$ cat config.mk
export PLATFORM = sky130hd
export DESIGN_NAME = seg7_capture_decoder
export DESIGN_NICKNAME = d
export VERILOG_FILES = /design/src/rtl/seg7_capture_decoder.sv
export SDC_FILE = /design/constraint.sdc
export NUM_CORES = 1
export LEC_CHECK = 0
export BUFFER_PORTS_ARGS = -buffer_cell sky130_fd_sc_hd__buf_4
export CORE_ASPECT_RATIO = 1.5
export CORE_MARGIN = 3
export CORE_UTILIZATION = 50
export DETAILED_ROUTE_END_ITERATION = 10
export HOLD_SLACK_MARGIN = 0.15
export PLACE_DENSITY = 0.79
export SETUP_SLACK_MARGIN = 0.3
export SLEW_MARGIN = 20
export SYNTH_ARGS = -nofsm -noshare
export SYNTH_HDL_FRONTEND = slang
export SYNTH_SLANG_ARGS = --single-unit
$ cat constraint.sdc
create_clock -name i_Clk -period 2.61 [get_ports i_Clk]
set_input_delay 0.261 -clock i_Clk [delete_from_list [all_inputs] [get_ports i_Clk]]
set_output_delay 0.261 -clock i_Clk [all_outputs]
set_load 0.05 [all_outputs]
$ cat src/rtl/seg7_capture_decoder.sv
// seg7_capture_decoder: samples asynchronous 7-segment pins, debounces them
// and decodes the accepted glyph back to a hex nibble with error counting.
module seg7_capture_decoder #(
    parameter int STABLE_CYCLES = 250000,
    parameter bit INVERT        = 1'b1
) (
    input  logic       i_Clk,
    input  logic       i_Reset,
    input  logic [6:0] i_Segments,
    output logic [3:0] o_Nibble,
    output logic       o_Valid,
    output logic       o_Blank,
    output logic       o_Update,
    output logic [7:0] o_Error_Count
);

    localparam int CW = $clog2(STABLE_CYCLES + 1);
    localparam logic [CW-1:0] CNT_MAX = CW'(STABLE_CYCLES - 1);
    localparam logic [CW-1:0] CNT_ZERO = '0;
    localparam logic [CW-1:0] CNT_ONE = CW'(1);
    localparam logic [6:0] POL = {7{INVERT}};
    localparam logic [6:0] PIN_BLANK = POL;

    typedef enum logic {
        UNLOCKED,
        LOCKED
    } state_t;

    state_t state_q;
    state_t state_d;

    logic [6:0]    sync1_q;
    logic [6:0]    sync2_q;
    logic [6:0]    cand_q;
    logic [6:0]    accepted_q;
    logic [CW-1:0] count_q;

    logic [6:0] seg_s;
    logic       match;
    logic       accept;
    logic       is_legal;
    logic       is_blank;
    logic [3:0] glyph_val;

    // Glyph table in logical polarity; bit 4 flags a legal glyph.
    function automatic logic [4:0] decode(input logic [6:0] p);
        logic [4:0] r;
        r = 5'h00;
        case (p)
            7'h3F: r = {1'b1, 4'h0};
            7'h06: r = {1'b1, 4'h1};
            7'h5B: r = {1'b1, 4'h2};
            7'h4F: r = {1'b1, 4'h3};
            7'h66: r = {1'b1, 4'h4};
            7'h6D: r = {1'b1, 4'h5};
            7'h7D: r = {1'b1, 4'h6};
            7'h07: r = {1'b1, 4'h7};
            7'h7F: r = {1'b1, 4'h8};
            7'h6F: r = {1'b1, 4'h9};
            7'h77: r = {1'b1, 4'hA};
            7'h7C: r = {1'b1, 4'hB};
            7'h39: r = {1'b1, 4'hC};
            7'h5E: r = {1'b1, 4'hD};
            7'h79: r = {1'b1, 4'hE};
            7'h71: r = {1'b1, 4'hF};
            default: r = 5'h00;
        endcase
        return r;
    endfunction

    // Two-flop synchroniser; reset parks the pins at the blank level.
    always_ff @(posedge i_Clk) begin
        if (i_Reset) begin
            sync1_q <= PIN_BLANK;
            sync2_q <= PIN_BLANK;
        end else begin
            sync1_q <= i_Segments;
            sync2_q <= sync1_q;
        end
    end

    // Polarity correction, stability match and acceptance decision.
    always_comb begin
        seg_s = sync2_q ^ POL;
        match = (seg_s == cand_q);
        accept = match && (count_q == CNT_MAX) &&
                 ((state_q == UNLOCKED) || (cand_q != accepted_q));
        {is_legal, glyph_val} = decode(cand_q);
        is_blank = (cand_q == 7'h00);
    end

    // Stability filter: any change reloads the candidate and restarts count.
    always_ff @(posedge i_Clk) begin
        if (i_Reset) begin
            cand_q  <= 7'h00;
            count_q <= CNT_ZERO;
        end else if (!match) begin
            cand_q  <= seg_s;
            count_q <= CNT_ZERO;
        end else if (count_q != CNT_MAX) begin
            count_q <= count_q + CNT_ONE;
        end
    end

    // Lock state register.
    always_ff @(posedge i_Clk) begin
        if (i_Reset) begin
            state_q <= UNLOCKED;
        end else begin
            state_q <= state_d;
        end
    end

    // Next lock state: the first acceptance locks and it stays locked.
    always_comb begin
        state_d = state_q;
        unique case (state_q)
            UNLOCKED: if (accept) state_d = LOCKED;
            LOCKED:   state_d = LOCKED;
            default:  state_d = UNLOCKED;
        endcase
    end

    // Remember the last accepted pattern to suppress re-pulsing.
    always_ff @(posedge i_Clk) begin
        if (i_Reset) begin
            accepted_q <= 7'h00;
        end else if (accept) begin
            accepted_q <= cand_q;
        end
    end

    // Registered outputs refreshed once per accepted pattern.
    always_ff @(posedge i_Clk) begin
        if (i_Reset) begin
            o_Nibble      <= 4'h0;
            o_Valid       <= 1'b0;
            o_Blank       <= 1'b0;
            o_Update      <= 1'b0;
            o_Error_Count <= 8'h00;
        end else begin
            o_Update <= accept;
            if (accept) begin
                unique case (1'b1)
                    is_legal: begin
                        o_Nibble <= glyph_val;
                        o_Valid  <= 1'b1;
                        o_Blank  <= 1'b0;
                    end
                    is_blank: begin
                        o_Valid <= 1'b0;
                        o_Blank <= 1'b1;
                    end
                    default: begin
                        o_Valid <= 1'b0;
                        o_Blank <= 1'b0;
                        if (o_Error_Count != 8'hFF) begin
                            o_Error_Count <= o_Error_Count + 8'd1;
                        end
                    end
                endcase
            end
        end
    end

endmodule
==> impl_metrics.env <==
export IMPL_skew_ns=0.00748
export IMPL_grt_overflow_total=0
export IMPL_ys_warn_count=0
export IMPL_synth_seq_area_share_pct=43.3
export IMPL_synth_edf_count=0
export IMPL_wl_per_cell_um=13.8
export IMPL_multi_input_area_mm2=0.00160
export IMPL_max_freq_mhz=456
export IMPL_maxCapViolCount=0
export IMPL_post_dp_hpwl_um=4060
export IMPL_finalSetupViolations=0
export IMPL_start_util_pct=52.2
export IMPL_synthCells=336
export IMPL_die_area_mm2=0.00670
export IMPL_cp_max_fo=6
export IMPL_maxSlewViolCount=0
export IMPL_num_io_pins=24
export IMPL_ir_drop_uv=449
export IMPL_worst_slew_pin_slew_ns=0.594
export IMPL_grt_pass1_vias=2320
export IMPL_rsz0062_at_grt="no"
export IMPL_ys_types=44
export IMPL_antenna_found_initial=0
export IMPL_worstSetupStartpointType="register"
export IMPL_num_rows=33
export IMPL_clockBufferDepth=2
export IMPL_regArea_mm2=0.00125
export IMPL_synth_area_top_cells="dfxtp_1 43%, xor2_1 7.6%, nor2_1 5.1%, a21oi_1 3.7%, nand3_1 3.5%"
export IMPL_synth_top_area_share_pct=43.3
export IMPL_grt_pass1_wl_um=10500
export IMPL_vias_per_cell=5.54
export IMPL_gp_congestion=0.863
export IMPL_period_share_pct=84.0
export IMPL_root_buffer="clkbuf_8"
export IMPL_synth_flop_cell="dfxtp_1"
export IMPL_clk_pin_slew_ns=0.07
export IMPL_ant_nets=0
export IMPL_hold_viol=0
export IMPL_yosys_area_top_type="dfxtp_1"
export IMPL_route_vias_total=2453
export IMPL_synth_async_reset_ratio_pct=0
export IMPL_worstPathArrival_ns=2.43
export IMPL_grt_max_degree=49
export IMPL_core_mm2=0.00549
export IMPL_routed_wl_um=6120
export IMPL_fillers=466
export IMPL_antenna_cells=0
export IMPL_syn_nets=347
export IMPL_drt_iter0_markers=174
export IMPL_finalCoreUtilization_pct=63.7
export IMPL_period_minus_slack_ns=2.19
export IMPL_cts_tree="done"
export IMPL_p_leak_nw=1.32
export IMPL_critPathKind="register to register"
export IMPL_die_h_um=98.8
export IMPL_clock_sink_count=62
export IMPL_cp_required_ns=2.85
export IMPL_drc=0
export IMPL_synth_most_common_cell="dfxtp_1"
export IMPL_fin_nets=379
export IMPL_grtUsageTotal_pct=20.7
export IMPL_synth_avg_cell_area_um2=8.53
export IMPL_area_growth_pct=22.0
export IMPL_portBuffers=23
export IMPL_pwr_density_cell_mw_per_mm2=555
export IMPL_hold_path_class="input port to register"
export IMPL_drtPass1Iterations=4
export IMPL_h_tree_depth=3
export IMPL_ys_ff_latch=62
export IMPL_status="complete, no violations"
export IMPL_die_w_um=67.8
export IMPL_tns_ns=0
export IMPL_synthesis_area_mm2=0.00287
export IMPL_slew_headroom_pct=60.4
export IMPL_fin_worst_hold_slack_ns=0.323
export IMPL_drive_gt1_share_pct=24.7
export IMPL_cts_made_buffers=9
export IMPL_crit_path_end_kind="register"
export IMPL_clock_latency_ns=0.35
export IMPL_synthTopCellsByCount="62 x dfxtp_1, 39 x nor2_1, 25 x nand2_1, 25 x xor2_1, 21 x a21oi_1"
export IMPL_power_w=0.00194
worst paths after layout:
kind	startpoint	to	slack, ns	depth (start not counted)
worst max-delay path	count_q[4]	o_Error_Count[2]	0.42	6
worst min-delay path	i_Reset	cand_q[4]	0.32	2
worst max register to register	count_q[4]	o_Error_Count[2]	0.42	6
worst min register to register	sync1_q[3]	sync2_q[3]	0.41	1
layout by cell type (no fill, tap or decap), types with 2 or more instances in the layout:
master         instances
clkinv_4               2
buf_4                 36
o21ai_0                5
dfxtp_1               55
a211oi_1               4
inv_1                  3
nand2_1               24
xor2_1                25
o31ai_1                4
nor2_1                39
nor4_1                 3
dlygate4sd3_1          7
nor4_4                 3
clkbuf_8              11
mux2_2                 3
or4_1                  2
nor2b_1                4
or3_4                  2
nand3_1               20
nor3_1                 9
ha_1                   2
a41oi_1                2
nand4_1               12
dfxtp_2                6
nor4_2                 2
a21oi_1               21
xnor2_1                4
and3_1                12
or2_2                 16
nand4b_1               3
or3_1                  7
repair_timing:
action | CTS | global route
hold buffers | 7 | 0
setup endpoints to repair | 12 | 21
buffers inserted | 1 | 2
hold endpoints to repair | 7 | 0
gates resized for setup | 8 | 14
pin swaps | 1 | 2
state kept, by name, indices dropped and copies added (netlist names), 4 cells and up:
signal / count
count_q: 18
o_Nibble: 4
sync2_q: 7
sync1_q: 7
cand_q: 7
accepted_q: 7
o_Error_Count: 8
per-stage QoR:
stage / std cells / worst slack (ns) / cell area, µm²
detailed placement: 417 / 0.193 / 3100
floorplan: 336 / 0.421 / 2870
finish: 443 / 0.419 / 3500
global route: 443 / 0.289 / 3500
CTS: 441 / 0.278 / 3420
global placement: 417 / 0.264 / 3100
worst max-delay path, stage by stage, from the launching register on:
cell	delay, ns
dfxtp_2	0.35
or4_4	0.58
nor4_4	0.29
nand4_1	0.10
buf_4	0.18
nor4_2	0.23
mux2_2	0.36
area by class of cell:
type,count,share of cell area (%)
flip-flops and latches,62,35.8
multi-input cells,249,45.6
well taps,70,2.50
clock buffers,12,4.43
clock inverters,4,1.57
inverters,3,0.322
repair buffers,43,9.73
cell families after synthesis:
| family | share of synthesized area (%) |
|---|---|
| and+or+nand+nor | 31.7 |
| buffers and inverters | 4.06 |
| AOI/OAI and AO/OA | 9.73 |
| muxes | 1.53 |
| adders and majority gates | 0.872 |
| xor gates and xnor gates | 8.86 |
| DFF | 43.3 |
layer usage:
layer / share of wire, % / global-route usage [%] / up-vias
li1: - / - / 1254
met1: 42 / 23.4 / 1161
met2: 53 / 33.3 / 28
met3: 3.1 / 7.18 / 10
met4: 2.0 / 11.2 / 0
met5: 0 / 0 / -
where the power goes:
part / internal [W] / switching [W]
Sequential: 0.000960 / 0.0000148
Combinational: 0.0000434 / 0.0000477
Clock: 0.000496 / 0.000378
Power figures use the tool's default switching activity.
